File: src/rtl/demux16_collector_pkg.sv
// rtl/demux16_collector_pkg.sv - shared state encoding and default sizes for the bit collector
package demux16_collector_pkg;

    // Collector states: FILL gathers bits, HOLD presents the finished word
    typedef enum logic {
        ST_FILL = 1'b0,
        ST_HOLD = 1'b1
    } fsmStateT;

    localparam int DEF_WIDTH = 16;
    localparam int DEF_SEL_W = 4;

endpackage

File: src/rtl/demux16_collector_dec4to16.sv
// rtl/demux16_collector_dec4to16.sv - enable-gated select to one-hot write-enable decoder
module dec4to16 #(
    parameter int WIDTH = 16,
    parameter int SEL_W = 4
) (
    input  logic             enable,
    input  logic [SEL_W-1:0] sel,
    output logic [WIDTH-1:0] oneHot
);

    // One write-enable per bit position, all low unless a bit is being accepted
    always_comb begin
        oneHot = '0;
        if (enable) begin
            oneHot[sel] = 1'b1;
        end
    end

endmodule

File: src/rtl/demux16_collector.sv
// rtl/demux16_collector.sv - serial bit collector assembling indexed bits into a parallel word
module demux16_collector
    import demux16_collector_pkg::*;
#(
    parameter int WIDTH      = DEF_WIDTH,
    parameter int SEL_W      = DEF_SEL_W,
    parameter bit SEQUENTIAL = 1'b0
) (
    input  logic                         Clock,
    input  logic                         Resetn,
    input  logic                         DataIn,
    input  logic                         DataValid,
    output logic                         DataReady,
    input  logic [SEL_W-1:0]             Select,
    input  logic                         Flush,
    output logic [WIDTH-1:0]             DataOut,
    output logic                         WordValid,
    input  logic                         WordReady,
    output logic                         Overwrite,
    output logic [$clog2(WIDTH+1)-1:0]   FillCount
);

    localparam int CNT_W = $clog2(WIDTH + 1);

    fsmStateT         state;
    logic [WIDTH-1:0] mask;
    logic [SEL_W-1:0] seqIdx;
    logic [SEL_W-1:0] seqIdxNext;
    logic [SEL_W-1:0] wrIdx;
    logic             readyReg;
    logic             accept;
    logic [WIDTH-1:0] wrEn;
    logic [WIDTH-1:0] maskNext;
    logic [CNT_W-1:0] fillSum;

    // A bit is taken only in FILL and never on a flush cycle, so a flushed bit is simply dropped
    assign accept     = DataValid & readyReg & ~Flush & (state == ST_FILL);
    assign wrIdx      = SEQUENTIAL ? seqIdx : Select;
    assign seqIdxNext = (seqIdx == SEL_W'(WIDTH - 1)) ? '0 : seqIdx + 1'b1;
    assign maskNext   = mask | wrEn;

    dec4to16 #(
        .WIDTH (WIDTH),
        .SEL_W (SEL_W)
    ) u_dec (
        .enable (accept),
        .sel    (wrIdx),
        .oneHot (wrEn)
    );

    // Number of distinct positions written so far
    always_comb begin
        fillSum = '0;
        for (int i = 0; i < WIDTH; i++) begin
            fillSum = fillSum + {{(CNT_W-1){1'b0}}, mask[i]};
        end
    end

    assign FillCount = fillSum;
    assign DataReady = readyReg;

    // Collector state machine with its word, mask, index counter and registered handshake outputs
    always_ff @(posedge Clock or negedge Resetn) begin
        if (!Resetn) begin
            state     <= ST_FILL;
            DataOut   <= '0;
            mask      <= '0;
            seqIdx    <= '0;
            WordValid <= 1'b0;
            readyReg  <= 1'b1;
            Overwrite <= 1'b0;
        end else begin
            Overwrite <= 1'b0;
            if (Flush) begin
                mask      <= '0;
                seqIdx    <= '0;
                state     <= ST_FILL;
                WordValid <= 1'b0;
                readyReg  <= 1'b1;
            end else begin
                case (state)
                    ST_FILL: begin
                        if (accept) begin
                            DataOut   <= (DataOut & ~wrEn) | (wrEn & {WIDTH{DataIn}});
                            mask      <= maskNext;
                            Overwrite <= |(mask & wrEn);
                            if (SEQUENTIAL) begin
                                seqIdx <= seqIdxNext;
                            end
                            if (&maskNext) begin
                                state     <= ST_HOLD;
                                WordValid <= 1'b1;
                                readyReg  <= 1'b0;
                            end
                        end
                    end
                    ST_HOLD: begin
                        if (WordReady) begin
                            mask      <= '0;
                            seqIdx    <= '0;
                            state     <= ST_FILL;
                            WordValid <= 1'b0;
                            readyReg  <= 1'b1;
                        end
                    end
                    default: begin
                        state <= ST_FILL;
                    end
                endcase
            end
        end
    end

endmodule
File: config.mk
export PLATFORM = sky130hd
export DESIGN_NAME = demux16_collector
export DESIGN_NICKNAME = d
export VERILOG_FILES = /design/src/rtl/demux16_collector_pkg.sv /design/src/rtl/demux16_collector_dec4to16.sv /design/src/rtl/demux16_collector.sv
export SDC_FILE = /design/constraint.sdc
export NUM_CORES = 1
export LEC_CHECK = 0
export BUFFER_PORTS_ARGS = -buffer_cell sky130_fd_sc_hd__buf_2
export CAP_MARGIN = 20
export CORE_ASPECT_RATIO = 0.8
export CORE_MARGIN = 1.5
export CORE_UTILIZATION = 35
export CTS_CLUSTER_DIAMETER = 40
export DETAILED_ROUTE_END_ITERATION = 8
export PLACE_DENSITY_LB_ADDON = 0.2
export SLEW_MARGIN = 20
export SYNTH_ARGS = -nofsm -noshare
export SYNTH_HDL_FRONTEND = slang
export SYNTH_SLANG_ARGS = --single-unit
File: constraint.sdc
create_clock -name Clock -period 4.71 [get_ports Clock]
set_clock_uncertainty 0.15 [all_clocks]
set_input_delay 0.7065 -clock Clock [delete_from_list [all_inputs] [get_ports Clock]]
set_output_delay 0.7065 -clock Clock [all_outputs]
set_load 0.02 [all_outputs]
# Word level (Yosys, flattened, before mapping)
# Index checks and enable logic that the tools add are counted.
# word_totals
in_bits,10
out_inout_bits,24
ff_bits,36
elab_cells,68
# op_classes
reduce_logical,6
eq_ne,3
n_lt_le_gt_ge,2
mux,25
addsub,15
bitwise,11
# ops
op,n
16-bit two-way mux,4
5-bit by 1-bit adder with 5-bit output,11
16-bit AND,3
16-bit bitwise OR,2
16-bit case mux with 2 select lines,1
1-bit two-way mux,16
16-bit inverter,1
16-bit AND reduction,1
16-bit OR reduction,1
"3-bit != test, second input constant",2
1-bit case mux with 2 select lines,3
3-bit AND reduction,2
4-bit by 1-bit adder with 5-bit output,1
"4-bit by 5-bit less-than comparator with 1-bit output, second input constant",1
3-bit by 1-bit adder with 4-bit output,1
1-bit demux with 4-bit select,1
"4-bit by 1-bit >= comparator with 1-bit output, second input constant",1
2-bit by 1-bit adder with 3-bit output,1
1-bit AND,3
"3-bit by 2-bit != test with 1-bit output, second input constant",1
1-bit by 1-bit adder with 2-bit output,1
1-bit inverter,2
2-bit AND reduction,1
1-bit logical AND,1

# Logic depth before layout (Yosys ltp)
# logic_depth
word_depth,15
ltp_mapped,10
mapped_depth_nobuf,10

# Cells and area by module
# A second synthesis with hierarchy kept.
# unflattened
hier_cells,192
hier_area_um2,2008.2
# by_module_without_submodules
mod,instances,seq_area_each_um2,area_per_inst_um2,cells_per_inst
demux16_collector,1,902.1,1890.6,169
dec4to16,1,0.0,117.6,23

# Worst setup path after synthesis
# OpenSTA, ideal clock, no wires.
# synth_timing
path_type,register to output
start,reg mask[0]
end,out FillCount[2]
t_arrival_ps,3387
required_ps,3853
path_stages_with_launch,10
path_slack_ps,467
n_path_buf,0
path_cell_list,dfrtp_1 fa_1 inv_1 fa_1 fa_1 fa_1 inv_1 ha_1 fa_1 xor2_1
# synth_between
elab_chain_cells,15
# synth_rtl
element,line,rtl
start: declaration,demux16_collector.sv:26,logic [WIDTH-1:0] mask;
start signal: assignment,demux16_collector.sv:85,mask <= maskNext;
1-bit by 1-bit adder with 2-bit output,demux16_collector.sv:55,"fillSum = fillSum + {{(CNT_W-1){1'b0}}, mask[i]};"
2-bit by 1-bit adder with 3-bit output,demux16_collector.sv:55,
3-bit by 1-bit adder with 4-bit output,demux16_collector.sv:55,
4-bit by 1-bit adder with 5-bit output,demux16_collector.sv:55,
5-bit by 1-bit adder with 5-bit output (11 in series),demux16_collector.sv:55,
end: declaration,demux16_collector.sv:20,output logic [$clog2(WIDTH+1)-1:0] FillCount
# No other way between the ends.

# Final worst setup path
# layout_timing
start,reg mask[0]
end,out FillCount[3]
# Same word-level chain as after synthesis.

==> out/results.txt <==
Status - finished clean
Final Hold Viols - 0
Vias in the first global route - 1,525
Detail Placement HPWL - 3590 microns
Vias per std cell - 5.07
# diodes - 0
Fin crit share - 0.970
Post-Synth Adder-Cell Area - 0.125
RSZ-0062 raised after global routing - true
R2r endpoint - state$_DFF_PN0_
Nets - 253
GR Util All Layers - 0.169
Synth Area in Compound Gates - 0.110
Final Instance Area - 2430 sq um
Post-Syn Area per Cell - 10.7 sq um
Core occupancy in the finished layout - 0.432
Drt initial violations - 106
Hold path startpoint - WordValid$_DFFE_PN0P_
Sequential-to-total area share from yosys stat - 0.430
Pre-CTS setup slack - 380 ps
WP data required - 3850 ps
Critical Path AT - 3710 ps
Post-Syn Area - 2100 sq um
Die Area - 6460 sq um
R2R setup slack - 2030 ps
GP Congestion - 0.856
Largest net degree at the start of global routing - 37
Distinct cells, synth - 43
First-pass GRT wire length - 8170 microns
Final worst slack - 142 ps
CP max FO - 4
Clock Root Buffer - clkbuf_8
Max-slew violations - 0
Routed via count - 1,556
Share of cells above drive strength 1 - 0.310
Yosys reg bits - 36
CTS Buf Count - 5
Post-DP Area - 2310 sq um
Worst slew pin tran - 831 ps
Seq pwr share - 0.489
Worst hold path class - register to register
CTS H-tree depth - 2
Syn Nets - 221
Sw frac - 0.312
Reg2reg start - DataReady$_DFFE_PN1P_
Max_cap viols - 0
Post-synthesis xor/xnor area fraction - 0.00836
IO Count - 34
Clock slew seen by the registers of the worst setup and hold paths - 70 ps
Setup TNS Final - 0 ps
Clock power frac - 0.313
Combinational Power Share - 0.198
CTS tree - yes
CP endpoint kind - output port
R2r worst-path depth - 5
Lkg Pwr - 1.18 nW
First-pass detailed-route iteration total - 4
Horiz. Die Dim - 89.5 microns
Mapped Cells - 196
Initial Util - 0.373
Routed WL - 4960 microns
Sw power - 0.224 mW
Die height - 72.2 microns
Post-Synth Simple-Gate Area - 0.156
Cell-internal power - 0.493 mW
Layout area overhead - 15.9%
Initial antenna violation count - 0
Max_slew headroom - 0.446
CTS max path bufs - 2
Core Box Area - 5620 sq um
Wire length per cell - 16.2 microns
Main combinational cell family by area after synthesis - simple AND/OR/NAND/NOR gates
Total number of yosys warnings - 0
Post-synthesis mux area share - 0.117
CTS sink count - 36
Highest achievable clock rate - 219 MHz
Skew-Pair Late Insertion Delay - 290 ps
Worst setup SP type - register
# fillers - 581
Port buffer count - 33
Final setup fails - 0
Residual DRC count - 0
Maximum VDD drop - 0.204 mV
FP Rows - 24
Min cycle time layout - 4570 ps
Hold endpoint - WordValid$_DFFE_PN0P_
Pwr dens - 295 nW/um^2
Crit Path Class - register to output port
Synth Flop Type - dfrtp_1
Final ANT Viol Nets - 0
Hold depth - 2
Global route overflow - 0
Synth async-reset ratio - 1.00
Post-synth EDFFs - 0
power by group through the flow:
stage / Sequential (mW) / Combinational, mW / Clock, mW
after floorplan: 0.390 / 0.0585 / 0
after global placement: 0.357 / 0.142 / 0
after detailed placement: 0.357 / 0.143 / 0
after CTS: 0.351 / 0.144 / 0.229
after global routing: 0.354 / 0.155 / 0.241
final: 0.351 / 0.142 / 0.224
cell usage after synthesis, drive strengths merged, types with 5 or more instances:
library cell	instances	share of area
dfrtp	35	0.42
mux2	18	0.097
inv	16	0.029
nor2	16	0.032
nand2	14	0.025
a21oi	10	0.024
fa	10	0.096
and2	6	0.018
clkbuf	6	0.011
nand3	6	0.014
a31oi	5	0.015
buf	5	0.014
ha	5	0.030
nor2b	5	0.015
layer usage:
| metal | track usage | part of all wire | vias to the layer above |
|---|---|---|---|
| li1 | - | - | 745 |
| met1 | 0.280 | 0.51 | 755 |
| met2 | 0.221 | 0.42 | 51 |
| met3 | 0.0364 | 0.058 | 5 |
| met4 | 0.0410 | 0.0077 | 0 |
| met5 | 0 | 0 | - |
worst max-delay path, cell delays in order, from the launching register on:
cell	delay, ps
dfrtp_1	430
fa_1	550
inv_1	50
fa_1	400
fa_1	470
fa_1	540
inv_1	70
ha_1	300
a21o_1	160
a21oi_1	160
xnor2_1	130
buf_4	150
placed cells by master, fill, tap and decap left out, drive strengths merged, types with 4 or more instances in the layout:
cell type and instances:
fa 10, a22oi 4, a21oi 10, clkbuf 5, nand2 14, nor2 16, nand3 6, dfrtp 35
inv 16, nor2b 5, a31oi 5, and2 6, mux2 18, ha 5, buf 36, and3 4
cells by family after synthesis:
| family | count (synthesis) |
|---|---|
| AOI/OAI and AO/OA | 34 |
| xor gates and xnor gates | 2 |
| adders and majority gates | 15 |
| DFF | 36 |
| and+or+nand+nor | 61 |
| muxes | 21 |
| buffers and inverters | 27 |
worst max-delay path by stage:
| stage | depth (start not counted) | end | startpoint |
|---|---|---|---|
| floorplan | 9 | FillCount[2] | mask[0]$_DFFE_PN0P_ |
| global placement | 11 | FillCount[3] | mask[0]$_DFFE_PN0P_ |
| detailed placement | 11 | FillCount[4] | mask[0]$_DFFE_PN0P_ |
| CTS | 11 | FillCount[3] | mask[0]$_DFFE_PN0P_ |
| global route | 11 | FillCount[4] | mask[5]$_DFFE_PN0P_ |
| finish | 11 | FillCount[3] | mask[0]$_DFFE_PN0P_ |
layout make-up:
| class | count | area [sq um] | share of cell area |
|---|---|---|---|
| Multi-Input combinational cell | 133 | 1090 | 0.448 |
| Timing Repair Buffer | 36 | 190 | 0.0783 |
| Clock buffer | 5 | 68.8 | 0.0283 |
| Tap cell | 78 | 97.6 | 0.0402 |
| Inverter | 16 | 60.1 | 0.0247 |
| Sequential cell | 36 | 905 | 0.372 |
| Clock inverter | 3 | 18.8 | 0.00773 |
stage by stage:
step | hold WS (ps) | power [mW] | std cells
finish | 346 | 0.717 | 307
global route | 366 | 0.751 | 307
CTS | 352 | 0.723 | 305
detailed placement | 331 | 0.500 | 297
global placement | 334 | 0.498 | 297
floorplan | 261 | 0.449 | 196
timing repair:
action	4_1_cts	5_1_grt
endpoints found under the setup margin	0	3
gates resized for setup	0	5
hold buffers	0	0
buffers inserted	0	2
endpoints found under the hold margin	0	0
Note: power is estimated with default switching activity, not from simulation.
